## src/rtl/counter_ff_sub_dec_pkg.sv

```systemverilog
// -----------------------------------------------------------------------------
// counter_defs
//   Definitions shared by the FF+adder counter family (up-counter and the
//   countdown timer counter_ff_sub_dec).
//
//   CNT_W     default counter width used by both counters
//   state_t   control-state encoding; the literal values are fixed so that
//             both counters decode state identically:
//             ST_IDLE=2'd0, ST_RUN=2'd1, ST_DONE=2'd2
// -----------------------------------------------------------------------------
package counter_defs;

  localparam int CNT_W = 4;

  typedef enum logic [1:0] {
    ST_IDLE = 2'd0,
    ST_RUN  = 2'd1,
    ST_DONE = 2'd2
  } state_t;

endpackage : counter_defs

```

## src/rtl/counter_ff_sub_dec_ff_reg_sync.sv

```systemverilog
// -----------------------------------------------------------------------------
// ff_reg_sync
//   Parameterised WIDTH-bit register with a synchronous active-high reset and a
//   load enable. Used for both the live count and the stored reload value.
//
// Ports
//   clk    in  1      rising-edge clock
//   reset  in  1      synchronous, active-high; clears q to zero (wins over en)
//   en     in  1      when high, q captures d on the next rising edge
//   d      in  WIDTH  data to capture
//   q      out WIDTH  registered value
// -----------------------------------------------------------------------------
module ff_reg_sync #(
  parameter int WIDTH = counter_defs::CNT_W
) (
  input  logic             clk,
  input  logic             reset,
  input  logic             en,
  input  logic [WIDTH-1:0] d,
  output logic [WIDTH-1:0] q
);

  // NOTE: sequential state is assigned with <= so every register samples the
  // pre-edge values of its inputs, independent of block evaluation order.
  always_ff @(posedge clk) begin
    if (reset) begin
      q <= '0;
    end else if (en) begin
      q <= d;
    end
  end

endmodule : ff_reg_sync

```

## src/rtl/counter_ff_sub_dec.sv

```systemverilog
// -----------------------------------------------------------------------------
// counter_ff_sub_dec
//   Loadable countdown timer: the decrementing counterpart of the FF+adder
//   up-counter. A register holds the count; the decrement is an adder whose
//   second operand is the inverted zero constant (count + ~0 == count - 1).
//   After a load the counter runs down on enable, spends exactly one cycle in
//   DONE (count == 0, done high), then either stops (AUTO_RELOAD=0) or restarts
//   from the last loaded value (AUTO_RELOAD=1), giving a periodic tick of
//   reload+1 cycles when enable is held high.
//
// Parameters
//   WIDTH        counter width in bits (>= 2)
//   AUTO_RELOAD  1: reload after done and keep running; 0: stop at zero
//
// Ports
//   clk         in  1      rising-edge clock
//   reset       in  1      synchronous, active-high; highest priority
//   enable      in  1      count-down qualifier while running; ignored otherwise
//   load        in  1      one-cycle load request; captures load_value
//   load_value  in  WIDTH  start value, also kept as the reload value
//   count       out WIDTH  current counter value (registered)
//   busy        out 1      high while running
//   done        out 1      one-cycle pulse at terminal count (count == 0)
// -----------------------------------------------------------------------------
module counter_ff_sub_dec
  import counter_defs::*;
#(
  parameter int WIDTH       = CNT_W,
  parameter bit AUTO_RELOAD = 1'b0
) (
  input  logic             clk,
  input  logic             reset,
  input  logic             enable,
  input  logic             load,
  input  logic [WIDTH-1:0] load_value,
  output logic [WIDTH-1:0] count,
  output logic             busy,
  output logic             done
);

  if (WIDTH < 2) begin : g_width_check
    $error("counter_ff_sub_dec: WIDTH must be at least 2");
  end

  localparam logic [WIDTH-1:0] ONE = {{(WIDTH-1){1'b0}}, 1'b1};

  state_t           state_q;
  state_t           state_d;
  logic [WIDTH-1:0] reload_q;
  logic [WIDTH-1:0] count_d;
  logic             count_en;
  logic [WIDTH-1:0] count_dec;
  logic             at_one;

  // ---------------------------------------------------------------------------
  // Datapath: decrement by adding all-ones (two's complement -1). Only used in
  // RUN, where the count is never zero, so it cannot wrap to all-ones.
  // ---------------------------------------------------------------------------
  assign count_dec = count + ~{WIDTH{1'b0}};
  assign at_one    = (count == ONE);

  ff_reg_sync #(.WIDTH(WIDTH)) u_count_reg (
    .clk   (clk),
    .reset (reset),
    .en    (count_en),
    .d     (count_d),
    .q     (count)
  );

  // The reload value tracks every load, including a load of zero; a zero load
  // parks the counter in IDLE, so DONE can never reload a zero.
  ff_reg_sync #(.WIDTH(WIDTH)) u_reload_reg (
    .clk   (clk),
    .reset (reset),
    .en    (load),
    .d     (load_value),
    .q     (reload_q)
  );

  // ---------------------------------------------------------------------------
  // Control: state register
  // ---------------------------------------------------------------------------
  always_ff @(posedge clk) begin
    if (reset) begin
      state_q <= ST_IDLE;
    end else begin
      state_q <= state_d;
    end
  end

  // ---------------------------------------------------------------------------
  // Control: next state and count update. Load outranks everything but reset,
  // so a load in DONE replaces the reload and a load in RUN aborts the run
  // without ever passing through DONE.
  // ---------------------------------------------------------------------------
  // NOTE: every signal driven here gets a default first, so no path through
  // the case/if tree can leave it unassigned and infer a latch.
  always_comb begin
    state_d  = state_q;
    count_d  = count;
    count_en = 1'b0;

    if (load) begin
      count_d  = load_value;
      count_en = 1'b1;
      state_d  = (load_value != '0) ? ST_RUN : ST_IDLE;
    end else begin
      unique case (state_q)
        ST_RUN: begin
          if (enable) begin
            count_d  = count_dec;
            count_en = 1'b1;
            if (at_one) begin
              state_d = ST_DONE;
            end
          end
        end
        ST_DONE: begin
          if (AUTO_RELOAD) begin
            count_d  = reload_q;
            count_en = 1'b1;
            state_d  = ST_RUN;
          end else begin
            state_d  = ST_IDLE;
          end
        end
        default: begin
          // IDLE (and the unused encoding) holds; enable has no effect.
          state_d = ST_IDLE;
        end
      endcase
    end
  end

  // Outputs are pure decodes of the registered state, so they are glitch-free
  // and aligned with count.
  assign busy = (state_q == ST_RUN);
  assign done = (state_q == ST_DONE);

  // Invariants: DONE always coincides with a zero count, and RUN never holds
  // zero (otherwise the decrement would wrap to all-ones).
  always_ff @(posedge clk) begin
    if (!reset) begin
      assert (!done || count == '0)
        else $error("counter_ff_sub_dec: done with non-zero count");
      assert (!busy || count != '0)
        else $error("counter_ff_sub_dec: running with zero count");
    end
  end

endmodule : counter_ff_sub_dec

```

## config.mk

```make
export PLATFORM = sky130hd
export DESIGN_NAME = counter_ff_sub_dec
export DESIGN_NICKNAME = d
export VERILOG_FILES = /design/src/rtl/counter_ff_sub_dec_pkg.sv /design/src/rtl/counter_ff_sub_dec_ff_reg_sync.sv /design/src/rtl/counter_ff_sub_dec.sv
export SDC_FILE = /design/constraint.sdc
export NUM_CORES = 1
export LEC_CHECK = 0
export BUFFER_PORTS_ARGS = -buffer_cell sky130_fd_sc_hd__buf_2
export CORE_AREA = 2 2 39 41
export DETAILED_ROUTE_END_ITERATION = 8
export DIE_AREA = 0 0 41 43
export PLACE_DENSITY_LB_ADDON = 0.12
export SLEW_MARGIN = 20
export SYNTH_ARGS = -nofsm -noshare
export SYNTH_HDL_FRONTEND = slang
export SYNTH_SLANG_ARGS = --single-unit
export TNS_END_PERCENT = 20
```

## constraint.sdc

```tcl
create_clock -name clk -period 2 [get_ports clk]
set_input_delay 0.4 -clock clk [delete_from_list [all_inputs] [get_ports clk]]
set_output_delay 0.4 -clock clk [all_outputs]
set_load 0.02 [all_outputs]
```

==> results of run 1 <==
sequential cells by signal, indices dropped and copies added (netlist names):
register,count
u_count_reg.q,4
state_q,2
cell type report:
| cell class | count | area [sq um] |
|---|---|---|
| timing repair buffer | 13 | 65.06 |
| fill | 162 | 942.2 |
| clock buffer | 3 | 22.52 |
| multi-input combinational | 26 | 195.2 |
| inverter | 5 | 18.77 |
| tap | 16 | 20.02 |
| sequential | 6 | 120.1 |
path summary, 6_finish.rpt:
kind	from	endpoint	slack (ns)
max reg2reg	u_count_reg.q[0]	u_count_reg.q[3]	0.60
min reg2reg	u_count_reg.q[3]	u_count_reg.q[3]	0.61
min	reset	u_count_reg.q[1]	0.41
max	state_q[1]	busy	0.57
cell families (layout without fill, tap and decap cells):
family,after synthesis,in the layout,share of synthesized area
AO/OA/AOI/OAI,9,9,0.1910
XOR/XNOR,2,2,0.05244
adder cells (fa/ha/maj),2,2,0.07489
buffers and inverters,5,21,0.05619
flip-flops,6,6,0.3596
AND/OR/NAND/NOR,13,13,0.2660
power by group through the flow:
| stage | registers, uW | clock network [uW] | logic [uW] |
|---|---|---|---|
| floorplan | 145 | 0 | 31.4 |
| global placement | 139 | 0 | 64.3 |
| detailed placement | 139 | 0 | 63.3 |
| CTS | 137 | 110 | 63.7 |
| global route | 138 | 116 | 69.4 |
| finish | 137 | 105 | 62.9 |
per-layer routing:
layer  GRT usage  part of all wire
met1      0.1410              0.51
met2      0.1219              0.42
met4     0.06000                 0
met3     0.03141             0.072
met5           0                 0
synthesized netlist by cell type, types with 2 or more instances:
cell / instances / area, sq um
nor2_1: 2 / 7.510
inv_1: 5 / 18.77
nand2_1: 2 / 7.510
ha_1: 2 / 25.02
dfxtp_1: 6 / 120.1
a211oi_1: 2 / 15.01
a21oi_1: 3 / 15.01
through the flow:
step                cells  setup WS, ns
finish                 69        0.5734
global route           69        0.4849
CTS                    69        0.5713
detailed placement     66        0.5007
global placement       66        0.5103
floorplan              37        0.5645
placed cells by master, fill, tap and decap left out:
cell	synthesis	layout
and3b_1	1	1
xnor2_1	1	1
or4b_4	1	1
nand3b_1	1	1
nand2_1	2	2
nand4bb_1	1	1
nor2_1	2	2
o31a_1	1	1
a21oi_1	3	3
clkbuf_4	0	3
nor3_1	1	1
nand2b_1	1	1
inv_1	5	5
o41ai_1	1	1
nand4b_1	1	1
o221ai_1	1	1
buf_2	0	13
xor2_1	1	1
ha_1	2	2
nor4_1	1	1
dfxtp_1	6	6
nor2b_1	1	1
a211oi_1	2	2
o21a_1	1	1
==> key figures, run 1 <==
Outcome
  – Status: finished clean

Setup path
  – Critical path fanouts, max: 6
  – Worst reg-to-reg path cell count: 3
  – CP arrival: 1.03 ns
  – WP buf/inv: 2
  – Worst-path cell chain: nand2b_1 -> inv_1 -> buf_2
  – CP endpoint kind: output pin
  – Slowest stage delay, CP: 0.35 ns
  – Top delay family on crit path: flip-flops
  – Critical setup path kind: flop to output pin
  – CP max stage cell: dfxtp_1
  – CP required: 1.60 ns
  – Number of stages on the worst setup path: 3
  – CP startpoint kind: flop

Clocking
  – Root buffer cell: clkbuf_4
  – H-tree level count: 1
  – CTS resizes: 0
  – CTS clk-pin slew, worst paths: 0.04 ns
  – Clk Latency, worst-skew pair: 0.24 ns
  – Hold buffer count at cts: 0
  – CTS Sinks: 6
  – CTS buffer count: 3
  – Setup repair bufs after CTS: 0
  – CTS max path bufs: 2
  – CTS tree: built

Flow run
  – Max-cap violation count: 0

STA
  – Highest clock rate: 701.0 MHz
  – Final Hold Viols: 0
  – Period utilisation layout: 0.7133
  – Sum Neg Setup Slack: 0 ns
  – Setup violations, final: 0
  – Final count of pins violating max slew: 0
  – Worst-Margin Slew: 0.2822 ns
  – Worst clock skew: 0.002055 ns
  – Max_slew headroom: 0.8094
  – WHS: 0.4062 ns
  – Setup repair after global routing missed its margin: false
  – Fin crit period: 1.427 ns

Routing
  – Routed via count: 310
  – Post-route ant nets: 0
  – DRC: 0
  – Avg Vias per Cell: 4.493
  – 1st-iter DRT viols: 3
  – Post-Route WL: 751 microns
  – WL per Instance: 10.88 microns
  – DRT Pass-1 Iters: 2

Synthesis
  – Syn_area_per_cell: 9.029 sq um
  – Yosys cell types: 22
  – Syn Inst Count: 37
  – Number of synthesized flops with an enable pin: 0
  – Post-Syn Area: 334.1 sq um
  – Register area share after synthesis: 0.3596
  – Fraction of registers with async set/reset: 0
  – Register bit total from synthesis: 6
  – Synth Flop Type: dfxtp_1
  – Mapped Nets: 47
  – Yosys Warn Count: 0

Floorplanning
  – Rows: 14
  – Die Wd: 41 microns
  – Die Ht: 43 microns
  – Core ar.: 1384 sq um
  – Die ar.: 1763 sq um
  – Starting Density: 0.2414
  – Top-level I/O count: 14

Worst hold path
  – Worst hold path depth: 2
  – HP Class: input pin to flop

Layout
  – # diodes: 0
  – Post-layout util: 0.3192
  – Area delta synth->final: 32.21%
  – Layout cell share with drive strength beyond 1: 0.3208
  – Final Net Count: 65
  – Final Cell Area: 441.7 sq um

Pwr
  – Pwr Total: 305.0 uW
  – Clock power frac: 0.345
  – Internal power: 223.4 uW
  – Maximum VDD drop: 0.1954 mV
  – Flop pwr share: 0.448
  – PD cells: 690.6 nW/um^2
  – LEAKAGE: 0.0002049 uW
  – Sw frac: 0.2675
  – Psw: 81.60 uW
  – Combinational Power Share: 0.206

Global route
  – Pin count of the biggest net entering global routing: 7
  – Gr usage total: 0.09829
  – Vias in the first global route: 296
  – Initial antenna violation count: 0
  – Total gr overflow: 0
  – First-pass GRT wire length: 1159 microns

Placement
  – Port buffer count: 13
  – Placed cell areas: 419.2 sq um
  – GP Congestion: 0.6289
  – Hpwl dp: 622.9 microns
Note: power is estimated with default switching activity, not from simulation.
==> run 2: changes to the inputs <==
Settings changed: ABC_AREA from default to 1.
Clock period 2 ns to 1.2 ns, I/O delays scaled along.
==> key figures, run 2 <==
Worst hold path
  – Hold_sp: reset
  – HP Class: input pin to flop
  – Hold endpoint: u_count_reg.q[3]
  – Worst hold path depth: 2

STA
  – Final Hold Viols: 0
  – Setup repair after global routing missed its margin: false
  – Highest clock rate: 924.3 MHz
  – Sum Neg Setup Slack: 0 ns
  – Fin crit period: 1.082 ns
  – Final count of pins violating max slew: 0
  – Setup violations, final: 0
  – Worst clock skew: 0.0007416 ns
  – Worst-Margin Slew: 0.1992 ns
  – Max_slew headroom: 0.8662
  – Period utilisation layout: 0.9016

Synthesis
  – Yosys cell types: 19
  – Top post-synthesis cells by area: dfxtp_1 (30%), inv_1 (8.5%), nand2_1 (8.5%), nand3_1 (7.6%), ha_1 (6.3%)
  – Mapped Nets: 65
  – Post-synthesis mux area share: 0
  – Most common library cells after synthesis: inv_1 (9), nand2_1 (9), dfxtp_1 (6), nand3_1 (6), nor2_1 (6)
  – Combinational family with the most area after synthesis: simple AND/OR/NAND/NOR gates
  – Top-area cell type share of the netlist area: 0.3028
  – Yosys Warn Count: 0
  – Register bit total from synthesis: 6
  – Fraction of registers with async set/reset: 0
  – Number of synthesized flops with an enable pin: 0
  – Simple-Gate Fraction of Synth Area: 0.3691
  – Synth Flop Type: dfxtp_1
  – Post-synthesis compound-gate area fraction: 0.1199
  – Post-Synth Adder-Cell Area: 0.06309
  – Register area share after synthesis: 0.3028
  – Syn Inst Count: 55
  – Largest area contributor in the netlist: dfxtp_1
  – Post-Synth XOR/XNOR Area: 0.02208
  – Post-Syn Area: 396.6 sq um
  – Syn_area_per_cell: 7.211 sq um

Setup path
  – Worst reg-to-reg path cell count: 5
  – CP endpoint kind: output pin
  – CP arrival: 0.84 ns
  – Critical setup path kind: flop to output pin
  – FF-to-FF End: u_count_reg.q[1]
  – Flop2flop setup slack: 0.14 ns
  – Critical path fanouts, max: 3
  – CP startpoint: state_q[1]
  – Critical R2R Launch: u_count_reg.q[1]
  – CP startpoint kind: flop
  – CP required: 0.96 ns

Global route
  – First-pass GRT wire length: 1386 microns
  – Total gr overflow: 0
  – Vias in the first global route: 345
  – Gr usage total: 0.1295
  – Initial antenna violation count: 0
  – Pin count of the biggest net entering global routing: 9

Flow run
  – Max-cap violation count: 0

Floorplanning
  – Die Ht: 43 microns
  – Die Wd: 41 microns
  – Top-level I/O count: 14
  – Core ar.: 1384 sq um
  – Rows: 14
  – Die ar.: 1763 sq um
  – Starting Density: 0.2866

Layout
  – Commonest cells after routing, fill and taps aside: buf_2 (12), nand2_1 (9), inv_1 (7)
  – Fillers: 155
  – Non-Filler Instances: 86
  – # diodes: 0
  – Layout cell share with drive strength beyond 1: 0.4000
  – Area delta synth->final: 26.50%
  – Biggest register: u_count_reg.q
  – Largest regs: u_count_reg.q (4), state_q (2)
  – Final Cell Area: 501.7 sq um
  – Max FFs per register: 4
  – Final Net Count: 82
  – Commonest non-fill, non-tap cell in the layout: buf_2

Clocking
  – CTS buffer count: 3
  – CTS Sinks: 6
  – CTS max path bufs: 2
  – Root buffer cell: clkbuf_4
  – H-tree level count: 1
  – CTS clk-pin slew, worst paths: 0.05 ns
  – Hold buffer count at cts: 0
  – Clk Latency, worst-skew pair: 0.24 ns
  – CTS tree: built

Routing
  – Post-route ant nets: 0
  – Post-Route WL: 800 microns
  – 1st-iter DRT viols: 6
  – DRC: 0
  – Avg Vias per Cell: 4.314
  – WL per Instance: 9.302 microns
  – DRT Pass-1 Iters: 3
  – Routed via count: 371

Placement
  – Placed cell areas: 470.5 sq um
  – Port buffer count: 13
  – GP Congestion: 0.7538
  – Inst Count DP: 83
  – Hpwl dp: 685.4 microns

Pwr
  – Maximum VDD drop: 0.5127 mV
  – PD cells: 1123 nW/um^2
  – LEAKAGE: 0.0002522 uW

Outcome
  – Status: finished clean
-- run 2: cell families (layout without fill, tap and decap cells) --
kind of cell    count (synthesis)  count (layout)
simple gates                   27              27
buf+inv                        11              26
compound gates                  8               8
flops                           6               6
fa+ha+maj                       2               2
xor+xnor                        1               1
-- run 2: layer usage --
metal / track usage / part of all wire / up-vias
li1: - / - / 206
met1: 0.1350 / 0.47 / 154
met2: 0.1688 / 0.44 / 9
met3: 0.07853 / 0.065 / 2
met4: 0.1200 / 0.019 / 0
met5: 0 / 0 / -
-- run 2: power by group --
part	internal, uW	switching [uW]
Clock	113	72.0
Combinational	57.9	87.5
Sequential	217	16.5
Total	388	176
-- run 2: worst max-delay path: stages, from the launching register on --
cell and delay [ns]:
dfxtp_1 0.30, inv_2 0.07, nand2_1 0.06, inv_2 0.06
buf_6 0.11
-- run 2: area by class of cell --
class,instances,area (sq um),area share
Clock buffer,3,22.52,0.04489
Inverter,10,37.54,0.07481
Multi-Input combinational cell,38,227.7,0.4539
Sequential cell,6,122.6,0.2444
Tap cell,16,20.02,0.03990
Timing Repair Buffer,13,71.32,0.1421
-- run 2: how the worst max path moves through the flow --
stage	end	slack (ns)
finish	busy	0.12
global route	done	0.02
CTS	busy	0.009
detailed placement	u_count_reg.q[1]	0.11
global placement	u_count_reg.q[1]	0.12
floorplan	u_count_reg.q[1]	0.03
-- run 2: repair_timing --
action                     4_1_cts  5_1_grt
setup endpoints to repair        0        3
buffers inserted                 0        0
gates resized for setup          0        6
-- run 2: per-stage QoR --
| step | setup WS [ns] | util | total power [uW] | hold slack, ns |
|---|---|---|---|---|
| 5_1_grt | 0.02139 | 0.3626 | 624.3 | 0.1752 |
| 3_5_place_dp | 0.1114 | 0.3400 | 377.3 | 0.4448 |
| 2_1_floorplan | 0.02520 | - | 335.1 | 0.3024 |
| 6_report | 0.1181 | 0.3626 | 563.6 | 0.1967 |
| 3_3_place_gp | 0.1213 | 0.3400 | 379.0 | 0.4462 |
| 4_1_cts | 0.008607 | 0.3562 | 574.8 | 0.1816 |
